$ cat config.mk
export PLATFORM = sky130hd
export DESIGN_NAME = fifo_pointer_gen
export DESIGN_NICKNAME = d
export VERILOG_FILES = /design/src/rtl/fifo_pkg.sv /design/src/rtl/ptr_counter.sv /design/src/rtl/fifo_pointer_gen.sv
export SDC_FILE = /design/constraint.sdc
export NUM_CORES = 1
export LEC_CHECK = 0
export BUFFER_PORTS_ARGS = -buffer_cell sky130_fd_sc_hd__buf_2
export CAP_MARGIN = 20
export CORE_MARGIN = 3
export CORE_UTILIZATION = 53
export DETAILED_ROUTE_END_ITERATION = 6
export PLACE_DENSITY = 0.85
export SYNTH_ARGS = -nofsm -noshare
export SYNTH_HDL_FRONTEND = slang
export SYNTH_SLANG_ARGS = --single-unit
$ cat constraint.sdc
create_clock -name clk -period 3.64 [get_ports clk]
set_input_delay 0.546 -clock clk [delete_from_list [all_inputs] [get_ports clk]]
set_output_delay 0.546 -clock clk [all_outputs]
set_load 0.02 [all_outputs]
$ cat src/rtl/fifo_pkg.sv
// Shared widths, derived depth and default thresholds for the FIFO pointer stage.
// Latency: n/a (declarations only).
// Backpressure: n/a (declarations only).
package fifo_pkg;

  // Default address width; the FIFO holds 2^W entries.
  localparam int FIFO_W_ADDRESS = 4;
  localparam int FIFO_DEPTH     = 1 << FIFO_W_ADDRESS;

  // Default almost-full / almost-empty thresholds, in entries.
  localparam int FIFO_AF_TH = 12;
  localparam int FIFO_AE_TH = 4;

  // Pointer carries one extra wrap bit above the RAM address.
  typedef logic [FIFO_W_ADDRESS:0] ptr_t;

endpackage : fifo_pkg

$ cat src/rtl/ptr_counter.sv
// Wrapping binary pointer counter with advance enable and synchronous clear.
// Latency: one cycle, the value updates on the edge where en/clr is sampled.
// Backpressure: none; the caller gates en.
//
// Ports:
//   clk  - clock
//   rst  - synchronous active-high reset
//   clr  - synchronous clear, overrides en
//   en   - advance by one, wraps modulo 2^W
//   q    - current pointer value
module ptr_counter #(
  parameter int W = 5
) (
  input  logic         clk,
  input  logic         rst,
  input  logic         clr,
  input  logic         en,
  output logic [W-1:0] q
);

  always_ff @(posedge clk) begin
    if (rst || clr) begin
      q <= '0;
    end else if (en) begin
      q <= q + W'(1);
    end
  end

endmodule : ptr_counter

$ cat src/rtl/fifo_pointer_gen.sv
// FIFO read/write pointer generation with occupancy count and almost-full/empty flags.
// Latency: one cycle from enable to pointers, addresses, count and flags.
// Backpressure: none upstream; write ignored when full, read ignored when empty.
//
// Ports:
//   clk, rst         - clock, synchronous active-high reset
//   flush            - synchronous clear to reset state (below rst, above enables)
//   rd_en_ptr        - gated read advance from the controller
//   wr_en_ptr        - gated write advance from the controller
//   read_pointer     - read pointer, MSB is the wrap bit
//   write_pointer    - write pointer, MSB is the wrap bit
//   rd_addr/wr_addr  - RAM addresses (pointers without the wrap bit)
//   count            - registered occupancy, 0..DEPTH
//   ALMOST_FULL      - registered, count >= AF_TH
//   ALMOST_EMPTY     - registered, count <= AE_TH
module fifo_pointer_gen
  import fifo_pkg::*;
#(
  parameter int W_ADDRESS = FIFO_W_ADDRESS,
  parameter int AF_TH     = FIFO_AF_TH,
  parameter int AE_TH     = FIFO_AE_TH
) (
  input  logic                 clk,
  input  logic                 rst,
  input  logic                 flush,
  input  logic                 rd_en_ptr,
  input  logic                 wr_en_ptr,
  output logic [W_ADDRESS:0]   read_pointer,
  output logic [W_ADDRESS:0]   write_pointer,
  output logic [W_ADDRESS-1:0] rd_addr,
  output logic [W_ADDRESS-1:0] wr_addr,
  output logic [W_ADDRESS:0]   count,
  output logic                 ALMOST_FULL,
  output logic                 ALMOST_EMPTY
);

  localparam int DEPTH = 1 << W_ADDRESS;
  localparam logic [W_ADDRESS:0] DEPTH_C = (W_ADDRESS+1)'(DEPTH);
  localparam logic [W_ADDRESS:0] AF_C    = (W_ADDRESS+1)'(AF_TH);
  localparam logic [W_ADDRESS:0] AE_C    = (W_ADDRESS+1)'(AE_TH);

  generate
    if (!(AE_TH >= 0 && AE_TH < AF_TH && AF_TH <= DEPTH)) begin : g_bad_thresholds
      $error("fifo_pointer_gen: thresholds must satisfy 0 <= AE_TH < AF_TH <= DEPTH");
    end
  endgenerate

  logic               wr_eff;
  logic               rd_eff;
  logic [W_ADDRESS:0] count_nxt;

  // Defensive gating: a write into a full FIFO or a read from an empty one
  // would break the pointer/count relationship, so they are dropped here.
  assign wr_eff = wr_en_ptr && (count != DEPTH_C);
  assign rd_eff = rd_en_ptr && (count != '0);

  ptr_counter #(.W(W_ADDRESS + 1)) u_rd_ptr (
    .clk (clk),
    .rst (rst),
    .clr (flush),
    .en  (rd_eff),
    .q   (read_pointer)
  );

  ptr_counter #(.W(W_ADDRESS + 1)) u_wr_ptr (
    .clk (clk),
    .rst (rst),
    .clr (flush),
    .en  (wr_eff),
    .q   (write_pointer)
  );

  assign rd_addr = read_pointer[W_ADDRESS-1:0];
  assign wr_addr = write_pointer[W_ADDRESS-1:0];

  // Next-state count; flags are derived from it so they land on the same
  // edge as the count they describe.
  always_comb begin
    count_nxt = count;
    if (flush) begin
      count_nxt = '0;
    end else if (wr_eff && !rd_eff) begin
      count_nxt = count + (W_ADDRESS+1)'(1);
    end else if (rd_eff && !wr_eff) begin
      count_nxt = count - (W_ADDRESS+1)'(1);
    end
  end

  always_ff @(posedge clk) begin
    if (rst) begin
      count        <= '0;
      ALMOST_FULL  <= 1'b0;
      ALMOST_EMPTY <= 1'b1;
    end else begin
      count        <= count_nxt;
      ALMOST_FULL  <= (count_nxt >= AF_C);
      ALMOST_EMPTY <= (count_nxt <= AE_C);
    end
  end

endmodule : fifo_pointer_gen
== Word level (Yosys, flattened, before mapping) ==
Index checks and enable logic that the tools add are counted.

* Register bits: 17

* Add/sub/neg operators: 4
* $lt $le $gt $ge: 2
* Eq/ne operators: 1
* Multiplexer cells: 3
* Reductions and logical operators: 8

{| class="wikitable"
|+ Operators by type and width
! cell !! count
|-
| adder 5 x 1 -> 5 bit, second input constant || 3
|-
| two-way mux 5 bit || 3
|-
| >= comparator 5 x 4 -> 1 bit, second input constant || 1
|-
| <= comparator 5 x 3 -> 1 bit, second input constant || 1
|-
| inequality test 5 bit, second input constant || 1
|-
| nonzero test 5 bit || 1
|-
| subtractor 5 x 1 -> 5 bit, second input constant || 1
|-
| logical AND 1 bit || 4
|-
| logical NOT 1 bit || 2
|-
| logical OR 1 bit || 1
|}

== Depth between registers and ports, before layout ==
Gate-level depths: netlist of run 1.

* Depth in word-level cells: 8
* Mapped depth: 8
* Gate-level depth less buffers: 7

== Modules after synthesis ==
A second synthesis of run 1 with hierarchy kept.

* Cell total of the unflattened synthesis: 122
* Area total of the unflattened synthesis: 1102.3 um2

{| class="wikitable"
|+ By module, submodules not included
! module !! instances !! cells an instance !! area each (um2)
|-
| fifo_pointer_gen || 1 || 76 || 624.3
|-
| ptr_counter || 2 || 23 || 239.0
|}

== Least setup slack after synthesis of run 1 ==
OpenSTA, ideal clock, no wires.

* Path type: register to register
* From: register count[0]
* To: register ALMOST_FULL
* Arrival: 2.184 ns
* Slack: 1.343 ns
* Stages on the path, launching flop included: 9
* Path buffers: 1
* Clock period less this slack: 2.297 ns
* Path through: dfxtp_1 > inv_1 > ha_1 > or4b_4 > and2_4 > buf_6 > o22ai_2 > mux2_2 > a21o_1

* Longest elaborated chain between the ends: 8

{| class="wikitable"
|+ Ends and longest elaborated chain
! item !! RTL line !! source
|-
| start: declaration || fifo_pointer_gen.sv:32 || <nowiki>output logic [W_ADDRESS:0] count,</nowiki>
|-
| start signal: assignment || fifo_pointer_gen.sv:95 || <nowiki>count <= count_nxt;</nowiki>
|-
| branches (longest 5 deep; another with subtractor 5 x 1 -> 5 bit) || - ||
|-
| two-way mux 5 bit * || fifo_pointer_gen.sv:82 || <nowiki>end else if (wr_eff && !rd_eff) begin</nowiki>
|-
| two-way mux 5 bit * || fifo_pointer_gen.sv:80 || <nowiki>if (flush) begin</nowiki>
|-
| >= comparator 5 x 4 -> 1 bit * || fifo_pointer_gen.sv:96 || <nowiki>ALMOST_FULL <= (count_nxt >= AF_C);</nowiki>
|-
| end signal: assignment || fifo_pointer_gen.sv:96 ||
|-
| end: declaration || fifo_pointer_gen.sv:33 || <nowiki>output logic ALMOST_FULL,</nowiki>
|}

Mark *: on every way between the ends.
A chain may end at the register's enable or synchronous reset.

== Worst setup path in the final report of run 1 ==
Ends and elaborated chain as after synthesis.

==> results.py, run 1 <==
metrics = {
    "critical_path": {
        "arrival_ps": 2520,
        "critPathMaxStageDelay_ps": 510,
        "endpoint": "ALMOST_FULL",
        "start_kind": "register",
        "r2r_slack_ps": 1330,
        "rr_endpoint": "ALMOST_FULL",
        "cp_slowest_cell": "or4b_4",
        "crit_path_start": "count[0]",
        "reg2reg_depth": 7,
        "crit_path_cell_trace": "inv_1, ha_1, or4b_4, and2_4, o22ai_2, mux2_2, a21o_1",
        "cp.required_ps": 3850,
        "cp-end-kind": "register",
        "path_class": "register to register",
        "critPathMaxFanout": 9,
        "r2r-start": "count[0]",
    },
    "cts": {
        "clk_path_buf_depth": 2,
        "ctsResizeCount": 0,
        "cts_root_buffer": "clkbuf_4",
        "htree_levels": 1,
        "cts_tree": "built",
        "cts_hold_buf": 0,
        "clkLatencyLatePin_ps": 300,
        "cts_sinks": 17,
        "postCtsSetupBuffers": 0,
        "cts_buffers": 3,
        "clk_pin_slew_ps": 100,
    },
    "run_status": {
        "status": "completed",
    },
    "pwr": {
        "peakVddDrop_uv": 290,
        "sequentialPowerShare_pct": 54.0,
        "powerDensity_nw_per_um2": 340,
        "p_leak_uw": 0.000505,
        "internal_power_uw": 256,
        "p_sw_share_pct": 29.3,
        "power.switching_uw": 106,
        "p_comb_share_pct": 17.4,
        "power_frac_clock_pct": 28.7,
    },
    "logic_synthesis": {
        "netlist_area_um2": 941,
        "syn-num-nets": 113,
        "yosysTopAreaCell": "dfxtp_1",
        "yosysTopAreaCellShare_pct": 36.2,
        "synth_ff_type": "dfxtp_1",
        "yosysMostFrequentCell": "dfxtp_1",
        "syn_inst": 104,
        "synth.top_cells.by_area": "dfxtp_1 36%, buf_4 6.4%, xor2_1 5.6%",
        "async_reset_ff_share_pct": 0,
        "ys_types": 34,
        "synth-edff-count": 0,
        "synthTopCellsByCount": "17 x dfxtp_1, 12 x nor2_1, 8 x buf_4, 8 x nand2_1",
        "seq_area_frac_synth_pct": 36.2,
        "synth.ff_latch_count": 17,
        "synth.avg_cell_area_um2": 9.05,
        "yosys_warnings": 0,
    },
    "layout": {
        "instances_no_fill": 150,
        "antennaDiodeCount": 0,
        "final_area_um2": 1060,
        "fin_util_pct": 66.7,
        "syn2layout_area_growth_pct": 13.0,
        "drive_gt1_share_pct": 33.3,
        "final_nets": 136,
        "fillers": 134,
    },
    "timing": {
        "grt_setup_unrepaired": "false",
        "setup_slack_ps": 1330,
        "fin_crit_sh_pct": 63.4,
        "finalCriticalPeriod_ps": 2310,
        "relSlewSlack_pct": 67.9,
        "clock.fmax_ghz": 0.433,
        "finalClockSkew_ps": 7.08,
        "drv_slew": 0,
        "setup_tns_ps": 0,
        "timing.final.setup_violations": 0,
        "tightest_slew_ps": 478,
        "hold_viol": 0,
    },
    "global_route": {
        "grt_util_all_layers_pct": 19.5,
        "grt_pass1_vias": 697,
        "grt_max_degree": 14,
        "overflow": 0,
        "antenna_found_initial": 0,
        "grt_pass1_wl_um": 3100,
    },
    "detailed_routing": {
        "wirelength_um": 1960,
        "drt_iter0_markers": 5,
        "ant_nets": 0,
        "routedWlPerCell_um": 13.0,
        "via_per_inst": 5.33,
        "vias": 800,
        "dr.pass1.iters": 4,
        "drc_errors": 0,
    },
    "hold_path": {
        "holdCritPathClass": "register to register",
    },
    "floorplan": {
        "ios": 30,
        "dieArea_um2": 2320,
        "num_rows": 14,
        "die_h_um": 48.1,
        "core_um2": 1590,
        "die_x_um": 48.1,
        "start_util_pct": 59.0,
    },
    "place": {
        "hpwlAfterDp_um": 1450,
        "finalWeightedCongestion": 0.857,
        "pre_cts_ws_ps": 1370,
        "numPortBuffers": 29,
        "dp_cells": 146,
        "placed_area_um2": 1040,
    },
    "flow_run": {
        "maxCapViolations": 0,
    },
}
cell families after synthesis:
family	synth area share, %
AOI/OAI and AO/OA	10.8
xor gates and xnor gates	9.31
adders and majority gates	5.32
buffers and inverters	9.31
DFF	36.2
muxes	3.32
and+or+nand+nor	25.8
layout make-up:
class,count,area (µm²),share of cell area [%]
multi-input cells,74,513,48.2
flip-flops and latches,17,340,32.0
repair buffers,29,145,13.6
well taps,24,30.0,2.82
clock buffers,3,22.5,2.12
inverters,2,7.51,0.706
clock inverters,1,5.00,0.471
how the worst min path moves through the flow:
stage | startpoint | end | slack [ps] | cells after the start
finish | u_rd_ptr.q[1] | u_rd_ptr.q[1] | 510 | 2
global route | u_rd_ptr.q[1] | u_rd_ptr.q[1] | 540 | 2
CTS | u_rd_ptr.q[1] | u_rd_ptr.q[1] | 510 | 2
detailed placement | u_rd_ptr.q[1] | u_rd_ptr.q[1] | 500 | 2
global placement | u_rd_ptr.q[4] | u_rd_ptr.q[4] | 490 | 2
floorplan | u_wr_ptr.q[1] | u_wr_ptr.q[1] | 570 | 2
stage by stage:
step,power [µW],hold WS (ps)
6_report,362,507
5_1_grt,380,542
4_1_cts,362,511
3_5_place_dp,260,497
3_3_place_gp,258,488
2_1_floorplan,247,567
cell usage in the layout (no fill, tap or decap), types with 2 or more instances in the layout:
| cell | instances |
|---|---|
| ha_1 | 4 |
| a21oi_1 | 6 |
| and2_4 | 2 |
| mux2i_1 | 2 |
| nand2_1 | 8 |
| inv_1 | 2 |
| or3_1 | 3 |
| xor2_1 | 6 |
| xnor2_1 | 4 |
| nor2_1 | 12 |
| nand3_1 | 2 |
| dfxtp_1 | 17 |
| nor2b_1 | 2 |
| o31ai_1 | 2 |
| buf_2 | 29 |
| clkbuf_4 | 3 |
| nand4_1 | 6 |
flip-flops by register name (all words and copies together) (netlist names):
| name | count |
|---|---|
| ALMOST_FULL | 1 |
| ALMOST_EMPTY | 1 |
| u_rd_ptr.q | 5 |
| count | 5 |
| u_wr_ptr.q | 5 |
per-layer routing:
metal | global-route usage, % | vias up | routed length (µm)
met1 | 24.3 | 363 | 884
met5 | 0 | - | 0
li1 | - | 399 | -
met2 | 31.1 | 33 | 927
met4 | 11.3 | 0 | 41
met3 | 3.69 | 5 | 103
worst max-delay path: cells and delay by family, from the launching register on:
kind / cells / cell delay, ps
buffers and inverters: 1 / 120
flip-flops: 1 / 400
AND/OR/NAND/NOR: 2 / 730
AO/OA/AOI/OAI: 2 / 360
multiplexers: 1 / 380
adder cells (fa/ha/maj): 1 / 220
power by group through the flow:
stage                     clock network (µW)  logic [µW]  registers [µW]
after CTS                                105        62.0             195
after floorplan                            0        44.6             203
after detailed placement                   0        60.9             199
after global routing                     116        68.1             196
final                                    104        62.7             195
after global placement                     0        59.3             199
No activity file was read; power rests on OpenSTA's default activity.
==> run 2: changes to the inputs <==
--- a/config.mk
+++ b/config.mk
@@ -8,9 +8,9 @@
 export BUFFER_PORTS_ARGS = -buffer_cell sky130_fd_sc_hd__buf_2
 export CAP_MARGIN = 20
 export CORE_MARGIN = 3
-export CORE_UTILIZATION = 53
+export CORE_UTILIZATION = 49
 export DETAILED_ROUTE_END_ITERATION = 6
-export PLACE_DENSITY = 0.85
+export PLACE_DENSITY = 0.79
 export SYNTH_ARGS = -nofsm -noshare
 export SYNTH_HDL_FRONTEND = slang
 export SYNTH_SLANG_ARGS = --single-unit
==> constraint.sdc (replaced) <==
create_clock -name clk -period 2.25 [get_ports clk]
set_input_delay 0.3375 -clock clk [delete_from_list [all_inputs] [get_ports clk]]
set_output_delay 0.3375 -clock clk [all_outputs]
set_load 0.02 [all_outputs]
==> run 2 against run 1 <==
Combinational power grew 85%. Register-to-register slack worse by 1200 ps. Cell count grew 4.0%. Non-clock buffer count up 5. Sequential share of layout area down 1.3 points. Largest power group unchanged.
==> results.py, run 2 (synthesized netlist as in run 1, its figures left out) <==
metrics = {
    "run_status": {
        "status": "completed",
    },
    "critical_path": {
        "start_kind": "register",
        "arrival_ps": 2360,
        "cp.required_ps": 2450,
        "path_class": "register to register",
        "cp-end-kind": "register",
        "critPathMaxFanout": 8,
    },
    "pwr": {
        "peakVddDrop_uv": 299,
        "powerDensity_nw_per_um2": 531,
        "p_total_uw": 598,
        "p_leak_uw": 0.000531,
    },
    "global_route": {
        "grt_util_all_layers_pct": 17.3,
        "overflow": 0,
        "antenna_found_initial": 0,
        "grt_pass1_wl_um": 3310,
        "grt_max_degree": 14,
        "grt_pass1_vias": 734,
    },
    "layout": {
        "layout_commonest_cell": "buf_2",
        "final_nets": 141,
        "antennaDiodeCount": 0,
        "layout_common_cells": "29 x buf_2, 15 x dfxtp_1, 12 x nor2_1, 8 x nand2_1",
        "instances_no_fill": 156,
        "reg.largest.list": "count: 5 flops, u_rd_ptr.q: 5 flops, u_wr_ptr.q: 5 flops",
        "drive_gt1_share_pct": 38.9,
        "syn2layout_area_growth_pct": 19.7,
    },
    "detailed_routing": {
        "dr.pass1.iters": 4,
        "wirelength_um": 2040,
        "via_per_inst": 5.39,
        "routedWlPerCell_um": 13.0,
        "drc_errors": 0,
        "vias": 841,
        "ant_nets": 0,
        "drt_iter0_markers": 8,
    },
    "place": {
        "numPortBuffers": 29,
        "dp_cells": 148,
        "hpwlAfterDp_um": 1420,
        "finalWeightedCongestion": 0.852,
    },
    "floorplan": {
        "core_um2": 1760,
        "start_util_pct": 53.3,
        "ios": 30,
        "die_h_um": 49.8,
        "dieArea_um2": 2480,
        "die_x_um": 49.8,
        "num_rows": 15,
    },
    "timing": {
        "fin_crit_sh_pct": 95.8,
        "drv_slew": 0,
        "relSlewSlack_pct": 78.5,
        "setup_tns_ps": 0,
        "grt_setup_unrepaired": "false",
        "timing.final.setup_violations": 0,
        "hold_viol": 0,
        "finalClockSkew_ps": 5.21,
        "finalCriticalPeriod_ps": 2160,
        "tightest_slew_ps": 314,
        "clock.fmax_ghz": 0.464,
    },
    "cts": {
        "cts_buffers": 3,
        "clk_pin_slew_ps": 100,
        "clk_path_buf_depth": 2,
        "htree_levels": 1,
        "clkLatencyLatePin_ps": 300,
        "cts_root_buffer": "clkbuf_4",
        "cts_tree": "built",
        "cts_hold_buf": 0,
        "cts_sinks": 17,
    },
    "hold_path": {
        "holdCritPathClass": "primary input to register",
    },
    "flow_run": {
        "maxCapViolations": 0,
    },
}
## run 2: cell count changes in the layout (fill, tap and decap cells not counted)
cell      before  now
buf_4          0    5
dfxtp_1       17   15
mux2_4         0    1
dfxtp_4        0    1
mux2_2         1    0
a211oi_1       1    0
a211oi_2       0    1
o22ai_4        0    1
ha_2           0    1
dfxtp_2        0    1
ha_1           4    3
o22ai_2        1    0
## run 2: cell type report
| class | count | area [µm²] |
|---|---|---|
| Clock buffer | 3 | 22.5 |
| Clock inverter | 1 | 5.00 |
| Fill cell | 178 | 638 |
| Inverter | 2 | 7.51 |
| Multi-Input combinational cell | 74 | 532 |
| Sequential cell | 17 | 345 |
| Tap cell | 25 | 31.3 |
| Timing Repair Buffer | 34 | 183 |
## run 2: worst paths after layout
kind                                       to  depth (start not counted)          start  slack, ps
worst min-delay path                 count[1]                          4            rst        340
worst min register to register  u_wr_ptr.q[1]                          2  u_wr_ptr.q[1]        510
worst max-delay path              ALMOST_FULL                          7       count[0]         90
worst max register to register    ALMOST_FULL                          7       count[0]         90
## run 2: metal layers
metal | wire (µm) | GRT usage [%] | vias up
li1 | - | - | 407
met1 | 867 | 20.9 | 394
met2 | 973 | 27.8 | 33
met3 | 143 | 3.93 | 7
met4 | 51 | 10.1 | 0
met5 | 0 | 0 | -
## run 2: timing repair
item,4_1_cts,5_1_grt
endpoints found under the setup margin,0,3
gates resized for setup,0,5
buffers inserted,0,4
endpoints found under the hold margin,0,0
## run 2: critical path: stages (launching register included)
cell and delay [ps]:
dfxtp_4 380, inv_1 90, ha_2 210, or4b_4 490, and2_4 190, o22ai_4 190
mux2_4 330, a21o_1 170
## run 2: per-stage QoR
stage / hold slack (ps) / utilization [%] / instance area (µm²) / setup WS (ps)
2_1_floorplan: 495 / - / 943 / 25.8
3_3_place_gp: 489 / 59.4 / 1050 / 108
3_5_place_dp: 502 / 59.4 / 1050 / 32.4
4_1_cts: 335 / 60.9 / 1070 / 14.7
5_1_grt: 351 / 63.8 / 1130 / 1.07
6_report: 337 / 63.8 / 1130 / 93.5
## run 2: report_power, final
part | total, µW | switching, µW | internal, µW
registers | 315 | 8.07 | 307
clock network | 167 | 100 | 66.3
logic | 116 | 63.9 | 52.0
total | 598 | 172 | 425
==> run 3: changes to the inputs <==
--- a/config.mk
+++ b/config.mk
@@ -5,12 +5,12 @@
 export SDC_FILE = /design/constraint.sdc
 export NUM_CORES = 1
 export LEC_CHECK = 0
-export BUFFER_PORTS_ARGS = -buffer_cell sky130_fd_sc_hd__buf_2
 export CAP_MARGIN = 20
 export CORE_MARGIN = 3
-export CORE_UTILIZATION = 49
+export CORE_UTILIZATION = 54
 export DETAILED_ROUTE_END_ITERATION = 6
-export PLACE_DENSITY = 0.79
+export DONT_BUFFER_PORTS = 1
+export PLACE_DENSITY = 0.75
 export SYNTH_ARGS = -nofsm -noshare
 export SYNTH_HDL_FRONTEND = slang
 export SYNTH_SLANG_ARGS = --single-unit
==> run 3 against run 2 <==
Count of clock-buffer cells in the layout is the same. Sequential share of layout area rose by 5.0 points. Global-route usage increased by 0.41 points. Die area down 8.2%. Flip-flop and latch count is the same. Highest routed layer unchanged.
==> results.py, run 3 (synthesized netlist as in run 1, its figures left out) <==
metrics = {
    "run_status": {
        "status": "completed",
    },
    "timing": {
        "fin_crit_sh_pct": 94.9,
        "timing.final.setup_violations": 0,
        "tightest_slew_ps": 519,
        "grt_setup_unrepaired": "false",
        "finalCriticalPeriod_ps": 2140,
        "drv_slew": 0,
        "relSlewSlack_pct": 65.2,
        "hold_viol": 0,
        "setup_slack_ps": 114,
        "setup_tns_ps": 0,
        "clock.fmax_ghz": 0.468,
        "finalClockSkew_ps": 3.63,
    },
    "global_route": {
        "antenna_found_initial": 0,
        "overflow": 0,
        "grt_pass1_wl_um": 2750,
        "grt_util_all_layers_pct": 17.7,
        "grt_max_degree": 14,
        "grt_pass1_vias": 666,
    },
    "layout": {
        "syn2layout_area_growth_pct": 2.26,
        "reg.largest.list": "count: 5 flops, u_rd_ptr.q: 5 flops, u_wr_ptr.q: 5 flops",
        "final_nets": 113,
        "drive_gt1_share_pct": 21.4,
        "layout_common_cells": "15 x dfxtp_1, 12 x nor2_1, 8 x nand2_1",
        "antennaDiodeCount": 0,
        "layout_commonest_cell": "dfxtp_1",
        "fillers": 132,
    },
    "floorplan": {
        "ios": 30,
        "die_h_um": 47.7,
        "dieArea_um2": 2280,
        "core_um2": 1580,
        "die_x_um": 47.7,
        "num_rows": 14,
        "start_util_pct": 59.7,
    },
    "detailed_routing": {
        "drt_iter0_markers": 8,
        "vias": 739,
        "via_per_inst": 6.21,
        "ant_nets": 0,
        "dr.pass1.iters": 4,
        "routedWlPerCell_um": 15.2,
        "wirelength_um": 1810,
        "drc_errors": 0,
    },
    "pwr": {
        "powerDensity_nw_per_um2": 600,
        "peakVddDrop_uv": 324,
        "p_leak_uw": 0.000387,
    },
    "hold_path": {
        "holdCritPathClass": "primary input to register",
    },
    "cts": {
        "htree_levels": 1,
        "cts_tree": "built",
        "cts_root_buffer": "clkbuf_4",
        "postCtsSetupBuffers": 0,
        "clkLatencyLatePin_ps": 290,
        "cts_buffers": 3,
        "cts_sinks": 17,
        "clk_pin_slew_ps": 100,
        "clk_path_buf_depth": 2,
    },
    "place": {
        "hpwlAfterDp_um": 1330,
        "pre_cts_ws_ps": 130,
        "finalWeightedCongestion": 0.842,
        "numPortBuffers": 0,
    },
    "flow_run": {
        "maxCapViolations": 0,
    },
    "critical_path": {
        "cp.required_ps": 2460,
        "start_kind": "register",
        "arrival_ps": 2350,
        "cp-end-kind": "register",
        "path_class": "register to register",
        "critPathMaxFanout": 9,
    },
}
run 3: critical path: stages, from the launching register on:
cell and delay [ps]:
dfxtp_2 340, inv_1 100, ha_2 200, or4b_4 480, and2_4 220, o22ai_2 190, mux2_4 340, a311oi_2 200
run 3: stage by stage:
stage	area, µm²	instances	hold slack [ps]	util [%]	total power [µW]
final	962	119	212	61.0	577
after global routing	962	119	225	61.0	599
after CTS	956	119	208	60.6	578
after detailed placement	928	115	528	58.9	415
after global placement	928	115	525	58.9	414
after floorplan	943	104	495	-	401
run 3: timing repair:
item                                    in CTS  in global routing
hold endpoints to repair                     0                  0
endpoints found under the setup margin       0                  1
hold buffers                                 0                  0
resized for setup                            0                  2
run 3: metal layers:
layer / vias to the layer above / routed length (µm) / GRT usage [%]
met5: - / 0 / 0
met1: 341 / 836 / 19.9
li1: 357 / - / -
met3: 7 / 115 / 6.02
met2: 34 / 796 / 28.2
met4: 0 / 63 / 11.3
run 3: cell type report:
class | instances | area (µm²) | share of cell area (%)
clock buffer | 3 | 22.5 | 2.34
sequential | 17 | 343 | 35.6
clock inverter | 1 | 5.00 | 0.520
multi-input combinational | 74 | 519 | 54.0
timing repair buffer | 6 | 45.0 | 4.68
tap | 16 | 20.0 | 2.08
inverter | 2 | 7.51 | 0.780
run 3: worst paths after layout:
path                   end  slack, ps          start  depth (start not counted)
min reg2reg  u_rd_ptr.q[4]        650  u_rd_ptr.q[4]                          2
min               count[1]        210            rst                          3
max reg2reg   ALMOST_EMPTY        110       count[1]                          7
max           ALMOST_EMPTY        110       count[1]                          7
run 3: power breakdown:
part | total (µW) | switching, µW | internal (µW)
clock network | 165 | 98.4 | 66.2
logic | 94.6 | 53.4 | 41.2
registers | 318 | 10.8 | 307
total | 577 | 163 | 415
